<file path="src/rtl/rr_select_mux_if.sv">
// Handshake and data bundle for rr_select_mux.
// The producer/consumer side uses master; the selector uses slave.
interface rr_select_mux_if #(
    parameter int WIDTH    = 8,
    parameter int CHANNELS = 4
);
    localparam int ADDR_W = $clog2(CHANNELS);

    logic                      mode;
    logic [ADDR_W-1:0]         address;
    logic [CHANNELS-1:0]       in_valid;
    logic [CHANNELS*WIDTH-1:0] in_data;
    logic [CHANNELS-1:0]       in_ready;
    logic                      out_valid;
    logic [WIDTH-1:0]          out_data;
    logic [ADDR_W-1:0]         out_channel;
    logic                      out_ready;

    modport master (
        output mode, address, in_valid, in_data, out_ready,
        input  in_ready, out_valid, out_data, out_channel
    );

    modport slave (
        input  mode, address, in_valid, in_data, out_ready,
        output in_ready, out_valid, out_data, out_channel
    );
endinterface

</file>
<file path="src/rtl/rr_select_mux.sv">
// Registered N-channel selector with a one-entry valid/ready output stage.
// Mode 0 arbitrates round-robin from a rotating pointer; mode 1 takes only
// the addressed channel. The pointer advances past every granted channel.
module rr_select_mux #(
    parameter int WIDTH    = 8,
    parameter int CHANNELS = 4
) (
    input  logic          clk,
    input  logic          reset,
    rr_select_mux_if.slave bus
);
    localparam int ADDR_W = $clog2(CHANNELS);

    logic [ADDR_W-1:0] ptr;
    logic [ADDR_W-1:0] scan_idx;
    logic [ADDR_W-1:0] grant_idx;
    logic              grant_found;
    logic              load_en;
    logic              load;
    logic [WIDTH-1:0]  sel_data;

    logic              out_valid_q;
    logic [WIDTH-1:0]  out_data_q;
    logic [ADDR_W-1:0] out_channel_q;

    // Grant search: addressed channel only, or first requester from ptr onward.
    always_comb begin
        grant_found = 1'b0;
        grant_idx   = '0;
        scan_idx    = '0;
        if (bus.mode) begin
            if (bus.in_valid[bus.address]) begin
                grant_found = 1'b1;
                grant_idx   = bus.address;
            end
        end else begin
            for (int unsigned k = 0; k < CHANNELS; k++) begin
                // Power-of-two channel count makes the index wrap for free.
                scan_idx = ptr + ADDR_W'(k);
                if (!grant_found && bus.in_valid[scan_idx]) begin
                    grant_found = 1'b1;
                    grant_idx   = scan_idx;
                end
            end
        end
    end

    assign load_en = !out_valid_q || bus.out_ready;
    assign load    = load_en && grant_found && !reset;

    // One-hot acknowledge to the granted channel only when the word is taken.
    always_comb begin
        bus.in_ready = '0;
        if (load) begin
            bus.in_ready[grant_idx] = 1'b1;
        end
    end

    // Data mux keyed on the grant index; in_data never reaches a handshake output.
    always_comb begin
        sel_data = '0;
        for (int unsigned k = 0; k < CHANNELS; k++) begin
            if (grant_idx == ADDR_W'(k)) begin
                sel_data = bus.in_data[k*WIDTH +: WIDTH];
            end
        end
    end

    // Output register and round-robin pointer: load, drain, or hold.
    always_ff @(posedge clk or posedge reset) begin
        if (reset) begin
            out_valid_q   <= 1'b0;
            out_data_q    <= '0;
            out_channel_q <= '0;
            ptr           <= '0;
        end else if (load) begin
            out_valid_q   <= 1'b1;
            out_data_q    <= sel_data;
            out_channel_q <= grant_idx;
            ptr           <= grant_idx + ADDR_W'(1);
        end else if (out_valid_q && bus.out_ready) begin
            out_valid_q   <= 1'b0;
        end
    end

    assign bus.out_valid   = out_valid_q;
    assign bus.out_data    = out_data_q;
    assign bus.out_channel = out_channel_q;
endmodule

</file>
<file path="src/flat_wrapper.sv">
// flat-port wrapper written by rule: the top's interface ports become plain ports
module rr_select_mux_flat 
#(
    parameter int WIDTH    = 8,
    parameter int CHANNELS = 4
)
  (clk, reset, bus_mode, bus_address, bus_in_valid, bus_in_data, bus_out_ready, bus_in_ready, bus_out_valid, bus_out_data, bus_out_channel);
  rr_select_mux_if #(.WIDTH(WIDTH), .CHANNELS(CHANNELS)) bus_i ();
  input  logic clk;
  input  logic reset;
  input wire logic [$bits(bus_i.mode)-1:0] bus_mode;
  input wire logic [$bits(bus_i.address)-1:0] bus_address;
  input wire logic [$bits(bus_i.in_valid)-1:0] bus_in_valid;
  input wire logic [$bits(bus_i.in_data)-1:0] bus_in_data;
  input wire logic [$bits(bus_i.out_ready)-1:0] bus_out_ready;
  output wire logic [$bits(bus_i.in_ready)-1:0] bus_in_ready;
  output wire logic [$bits(bus_i.out_valid)-1:0] bus_out_valid;
  output wire logic [$bits(bus_i.out_data)-1:0] bus_out_data;
  output wire logic [$bits(bus_i.out_channel)-1:0] bus_out_channel;
  assign bus_i.mode = bus_mode;
  assign bus_i.address = bus_address;
  assign bus_i.in_valid = bus_in_valid;
  assign bus_i.in_data = bus_in_data;
  assign bus_i.out_ready = bus_out_ready;
  assign bus_in_ready = bus_i.in_ready;
  assign bus_out_valid = bus_i.out_valid;
  assign bus_out_data = bus_i.out_data;
  assign bus_out_channel = bus_i.out_channel;
  rr_select_mux #(.WIDTH(WIDTH), .CHANNELS(CHANNELS)) u_core (.clk(clk), .reset(reset), .bus(bus_i));
endmodule
</file>
<file path="config.mk">
export PLATFORM = sky130hd
export DESIGN_NAME = rr_select_mux_flat
export DESIGN_NICKNAME = d
export VERILOG_FILES = /design/src/rtl/rr_select_mux_if.sv /design/src/rtl/rr_select_mux.sv /design/src/flat_wrapper.sv
export SDC_FILE = /design/constraint.sdc
export NUM_CORES = 1
export LEC_CHECK = 0
export ABC_AREA = 1
export BUFFER_PORTS_ARGS = -buffer_cell sky130_fd_sc_hd__clkbuf_2
export CAP_MARGIN = 20
export CORE_MARGIN = 3
export CORE_UTILIZATION = 40
export CTS_CLUSTER_DIAMETER = 80
export DETAILED_ROUTE_END_ITERATION = 10
export PLACE_DENSITY = 0.73
export REMOVE_ABC_BUFFERS = 1
export SLEW_MARGIN = 40
export SYNTH_ARGS = -nofsm -noshare
export SYNTH_HDL_FRONTEND = slang
export SYNTH_SLANG_ARGS = --single-unit
</file>
<file path="constraint.sdc">
create_clock -name clk -period 2.7 [get_ports clk]
set_clock_uncertainty 0.05 [all_clocks]
set_input_delay 0.54 -clock clk [delete_from_list [all_inputs] [get_ports clk]]
set_output_delay 0.54 -clock clk [all_outputs]
set_load 0.1 [all_outputs]
</file>
==> run summary, run 1 <==
Die Y-Extent: 61.37 um
row cnt: 19
Ant. Diodes: 0
sum of negative setup slack: -1.443 ns
critical path buffer and inverter count: 7
vias in the first global route: 1377
critical-path cell list: buf_6 -> clkinv_8 -> nand2_4 -> nand2_4 -> nand2_2 -> inv_2 -> nor2_4 -> inv_1 -> nand3_2 -> nand3_2 -> nand2_2 -> nand2_4 -> inv_4 -> ha_4 -> inv_4 -> nor2_4 -> buf_12
core area: 2829 um^2
IO buf count: 56
status: finished with violations
root buffer cell: clkbuf_4
post-route setup slack: -0.2513 ns
H-tree lvl count: 1
average vias per placed instance: 5.344
Total Power: 0.003094 W
detailed-route DRC error count: 0
Final min period: 2.951 ns
reg2reg start: u_core.ptr[0]
Clock Path Buffers: 2
Total Wirelength: 4868 um
cell leakage power: 1.106 nW
Critical Path Start Type: register
Slew headroom: 0.6330
DR iter-0 viols: 65
Cell Area, Placed: 1680 um^2
Final nets: 310
die width: 61.37 um
vias: 1571
Num CTS Buffers: 3
register area share after synthesis: 0.2653
post-DP HPWL: 2565 um
Initial Utilization: 0.4334
Seq cells post-synth: 13
number of I/O pins: 57
max_cap viols: 0
largest net degree at the start of global routing: 17
WS Path Type: register to primary output
Worst Path Arrival: 2.36 ns
Power Density: 1434 nW/um^2
CP endpoint kind: primary output
min-delay worst type: input port to async pin
Fin. Hold Viols: 0
die area: 3766 um^2
final antenna-violating net count: 0
RSZ-0062 raised after global routing: yes
CTS tree: done
Data required, critical path: 2.11 ns
layout cells sized above 1: 0.6388
Reg clk slew, reported paths: 0.08 ns
slowest stage delay, CP: 0.43 ns
initial antenna violation count: 0
cell count after synthesis: 178
fmax: 338.8 MHz
R2R Setup Slk: -0.13 ns
critical path's slowest cell: dfrtp_2
Final Max Tran Viols: 0
Avg Inst Size Synth: 6.889 um^2
RR Endpoint: u_core.bus.out_data[1]
slew at the pin closest to its max-slew limit: 0.5529 ns
Setup Viol. Count Final: 12
GPL Wtd Cong: 0.8587
design area: 2158 um^2
Yosys Warn Count: 0
Tcrit/Tclk final: 1.093
synthesis-to-layout area growth: 76.02%
violated checks: setup timing
Clk Latency, worst-skew pair: 0.29 ns
first-pass iteration count of the detailed router: 5
VDD IR max: 0.0008360 V
Top cell by count, worst path: nand2_4
Avg WL per Cell: 16.56 um
CP delay by family, top: simple AND/OR/NAND/NOR gates
filler instances: 179
Cell variety after synth: 24
GRT overflow: 0
GRT Overall Usage: 0.2269
Post-Syn Area: 1226 um^2
final core utilization: 0.7629
Worst R2R Path Depth: 22
first-pass GRT wire length: 6299 um
CP Max Fanout: 8
TritonCTS Sinks: 13
-- worst reg2reg max path, delay by kind of cell (launching register included) --
family          cells  cell delay [ns]
simple gates        9             0.95
buf+inv             8             0.78
flops               1             0.43
compound gates      3             0.32
fa+ha+maj           1             0.14
mux                 1             0.10
-- cell type report --
class,count,area [um^2],area share
Clock buffer,4,26.28,0.01217
Multi-Input combinational cell,135,1064,0.4928
Inverter,23,106.4,0.04928
Sequential cell,13,327.8,0.1519
Timing Repair Buffer,88,595.6,0.2759
Tap cell,31,38.79,0.01797
-- timing repair --
action,in CTS,in global routing
endpoints found under the setup margin,12,12
resized for setup,43,55
buffers inserted,10,5
hold buffers,0,0
pin swaps,16,23
hold endpoints to repair,0,0
-- report_power, final --
| part | switching, W | leakage [nW] | internal, W |
|---|---|---|---|
| Combinational | 0.00171 | 0.928 | 0.000906 |
| Sequential | 0.0000736 | 0.163 | 0.000278 |
| Clock | 0.0000695 | 0.0150 | 0.0000575 |
| Total | 0.00185 | 1.11 | 0.00124 |
-- stage by stage --
step	cells	hold WS, ns	setup slack (ns)
after floorplan	171	0.4052	-0.9802
after global placement	275	0.4158	-0.08633
after detailed placement	275	0.4169	-0.2300
after CTS	289	0.2667	-0.07162
after global routing	294	0.2636	-0.4041
final	294	0.2637	-0.2513
-- registers in the layout, indices dropped and copies added (netlist names) --
register / cells
u_core.bus.out_channel: 2
u_core.bus.out_data: 8
u_core.bus.out_valid: 1
u_core.ptr: 2
-- synthesized netlist by cell type, drive strengths merged --
library cell	n	area, um^2
o211ai	2	15.01
dfrtp	13	325.3
nand3	11	72.57
buf	4	41.28
inv	23	91.34
o21ai	18	123.9
a21oi	1	5.000
mux2i	8	80.08
ha	4	50.05
nand2	68	280.3
nor2	14	62.56
o21bai	1	7.510
clkbuf	3	11.26
a22oi	8	60.06
-- cell usage in the layout, fill, tap and decap left out, types with 2 or more instances in the layout --
master	instances
clkbuf_2	52
nand2_1	38
buf_4	28
nand2_2	17
inv_1	15
nand2_4	13
dfrtp_1	11
nor2_4	9
o21ai_1	8
mux2i_1	8
o21ai_2	8
nand3_2	6
a22oi_2	5
nor2_1	4
inv_2	4
ha_4	4
buf_12	4
buf_6	4
inv_4	3
nand3_1	3
a22oi_1	3
clkbuf_4	3
o211ai_1	2
nand3_4	2
dfrtp_2	2
-- worst max path at each step --
stage          cells after the start                endpoint  slack (ns)       startpoint
6_report                          17         bus_in_ready[0]       -0.25    u_core.ptr[0]
5_1_grt                           17         bus_in_ready[1]       -0.40    u_core.ptr[0]
4_1_cts                           14         bus_in_ready[2]       -0.07    u_core.ptr[0]
3_5_place_dp                      17  u_core.bus.out_data[0]       -0.23  bus_in_valid[3]
3_3_place_gp                      17  u_core.bus.out_data[3]       -0.09  bus_in_valid[3]
2_1_floorplan                     12         bus_in_ready[2]       -0.98  bus_in_valid[3]
-- kinds of logic (layout without fill, tap and decap cells) --
family / count (synthesis) / count (layout) / synth area share
mux: 8 / 8 / 0.06531
flops: 13 / 13 / 0.2653
compound gates: 30 / 30 / 0.1724
simple gates: 93 / 93 / 0.3388
fa+ha+maj: 4 / 4 / 0.04082
buf+inv: 30 / 115 / 0.1173
-- layer usage --
metal / GRT usage / vias to the layer above / wire length [um]
met3: 0.04612 / 11 / 264
met2: 0.3912 / 79 / 2625
met4: 0.07576 / 0 / 88
li1: - / 741 / -
met5: 0 / - / 0
met1: 0.2819 / 740 / 1889
Power figures use the tool's default switching activity.
==> inputs of run 2 (changes only) <==
PLACE_DENSITY = 0.7   (was 0.73)
clock period = 2.85 ns   (was 2.7 ns; I/O delays follow)
==> run 2 against run 1 <==
Compared with the run above:
- the flow still finishes with violations (setup timing)
- utilization is 13 points lower
- via count fell by 14%
- flip-flop and latch count unchanged
- clock-buffer cell count unchanged
- global-route usage fell by 3.9 points
- total power is 27% lower
- final area down 17%
- sequential power shrank 4%
- combinational power shrank 31%
- die area is the same
- setup slack improved by 0.23 ns
- worst hold slack better by 0.029 ns
- largest cell class unchanged
- highest routed layer unchanged
==> run summary, run 2 (same netlist as run 1, synthesis figures left out) <==
post-route setup slack: -0.01805 ns (+0.2333 ns)
reg2reg start: u_core.ptr[0]
final cell count without fillers: 274 (-6.8%)
sequential cell area: 327.8 um^2 (unchanged)
core area: 2829 um^2 (unchanged)
IO buf count: 56 (unchanged)
min-delay worst type: input port to async pin
Total Power: 0.002257 W (-27%)
RSZ-0062 raised after global routing: yes
GPL Wtd Cong: 0.7885 (-8.2%)
detailed-route DRC error count: 0 (unchanged)
CP delay by family, top: buffers and inverters
Setup Viol. Count Final: 1 (-11)
sequential power share: 0.149 (+0.035)
Clk Latency, worst-skew pair: 0.28 ns (about the same)
Slew headroom: 0.6344 (+0.001393)
Pint: 0.0008641 W (-30%)
Fin. Hold Viols: 0 (unchanged)
Final Max Tran Viols: 0 (unchanged)
first-pass iteration count of the detailed router: 6 (+1)
VDD IR max: 0.0007927 V (-5.2%)
Final nets: 290 (-6.5%)
Die Y-Extent: 61.37 um (unchanged)
first-pass GRT wire length: 5395 um (-14%)
R2R Setup Slk: 0.28 ns (+0.41 ns)
Reg clk slew, reported paths: 0.08 ns (about the same)
Clock Path Buffers: 2 (unchanged)
Initial Utilization: 0.4334 (unchanged)
slew at the pin closest to its max-slew limit: 0.5508 ns (-0.002099 ns)
Clk network pwr share: 0.052 (+0.011)
Min Hold Slack: 0.2932 ns (+0.02949 ns)
# hold bufs at CTS: 0 (unchanged)
multi-input logic area: 863.3 um^2 (-19%)
WS Path Type: register to primary output
DP Cell Count: 266 (-3.3%)
Largest register FFs: 8 (unchanged)
net switching power: 0.001393 W (-25%)
H-tree lvl count: 1 (unchanged)
status: finished with violations
highest-count cells in the layout ignoring fill and taps: clkbuf_2 (52), nand2_1 (47), inv_1 (17), nand2_2 (17)
Sw Ratio: 0.6172 (+0.01829)
critical-path cell list: clkinv_4 -> nand2_2 -> nand2_2 -> o21ai_2 -> inv_1 -> nand3_2 -> nand2_4 -> o21bai_4 -> ha_1 -> inv_1 -> nor2_2 -> buf_12
post-DP HPWL: 2522 um (-1.7%)
initial antenna violation count: 0 (unchanged)
largest net degree at the start of global routing: 17 (unchanged)
Total Wirelength: 3235 um (-34%)
vias in the first global route: 1226 (-11%)
final antenna-violating net count: 0 (unchanged)
average vias per placed instance: 4.923 (-7.9%)
layout cells sized above 1: 0.5062 (-0.1326)
GRT overflow: 0 (unchanged)
CP endpoint kind: primary output
sum of negative setup slack: -0.01805 ns (+1.425 ns)
filler instances: 267 (+49%)
Tcrit/Tclk final: 1.006
Avg WL per Cell: 11.81 um (-29%)
Power Density: 1267 nW/um^2 (-12%)
vias: 1349 (-14%)
Num CTS Buffers: 3 (unchanged)
fmax: 348.7 MHz
row cnt: 19 (unchanged)
CP Max Fanout: 8 (unchanged)
Worst Path Arrival: 2.25 ns (-0.11 ns)
Setup WS pre-CTS: -0.1072 ns (+0.1228 ns)
cell leakage power: 0.9469 nW (-14%)
GRT Overall Usage: 0.1879 (-0.03893)
Comb pwr share: 0.799 (-0.046)
root buffer cell: clkbuf_4
critical path's slowest cell: dfrtp_2
die area: 3766 um^2 (unchanged)
Crit. Startpoint: u_core.ptr[0]
die width: 61.37 um (unchanged)
commonest non-fill, non-tap cell in the layout: clkbuf_2
CTS tree: done
DR iter-0 viols: 31 (-52%)
slowest stage delay, CP: 0.46 ns (+0.03 ns)
violated checks: setup timing
critical path buffer and inverter count: 4 (-3)
synthesis-to-layout area growth: 45.31%
Final min period: 2.868 ns
Data required, critical path: 2.23 ns (+0.12 ns)
TritonCTS Sinks: 13 (unchanged)
number of I/O pins: 57 (unchanged)
Ant. Diodes: 0 (unchanged)
max_cap viols: 0 (unchanged)
Critical Path Start Type: register
==> run 2: changes by cell type in the layout (fill, tap and decap cells not counted), sizes merged <==
cell  delta
buf     -20
==> run 2: path summary, 6_finish.rpt <==
| kind | endpoint | cells after the start |
|---|---|---|
| max | bus_in_ready[3] | 12 |
| min | u_core.bus.out_data[1] | 3 |
| max reg2reg | u_core.bus.out_data[6] | 17 |
| min reg2reg | u_core.bus.out_data[5] | 2 |
| max in group asynchronous | u_core.ptr[1] | 3 |
| min in group clk | u_core.bus.out_data[5] | 2 |
==> run 2: area by class of cell <==
type,instances,area share
Sequential cell,13,0.1840
Clock buffer,4,0.01475
Multi-Input combinational cell,135,0.4846
Tap cell,31,0.02177
Timing Repair Buffer,68,0.2437
Inverter,23,0.05126
==> run 2: what timing repair did <==
| item | 4_1_cts | 5_1_grt |
|---|---|---|
| setup endpoints to repair | 5 | 12 |
| resized for setup | 13 | 26 |
| setup buffers | 2 | 2 |
| pin swaps | 1 | 10 |
==> run 2: power by group through the flow <==
stage          registers (W)  logic, W  clock network (W)
2_1_floorplan       0.000769  0.000834                  0
3_3_place_gp        0.000336   0.00161                  0
6_report            0.000336   0.00180           0.000117
3_5_place_dp        0.000337   0.00162                  0
4_1_cts             0.000332   0.00168           0.000121
5_1_grt             0.000348   0.00197           0.000128
==> run 2: layer usage <==
metal  global-route usage  routed length (um)  vias up  part of all wire
li1                     -                   -      701                 -
met1               0.2446                1308      599              0.40
met2               0.3187                1703       47              0.53
met3              0.03983                 208        2             0.064
met4              0.04545                  14        0            0.0043
met5                    0                   0        -                 0
==> run 2: tightest hold or removal path, cell delays in order <==
cell      delay (ns)
clkbuf_2        0.08
inv_1           0.10
buf_4           0.24
==> run 2: through the flow <==
step	util	area, um^2
final	0.6298	1782
after global routing	0.6298	1782
after CTS	0.5940	1680
after detailed placement	0.5701	1613
after global placement	0.5701	1613
after floorplan	-	1174
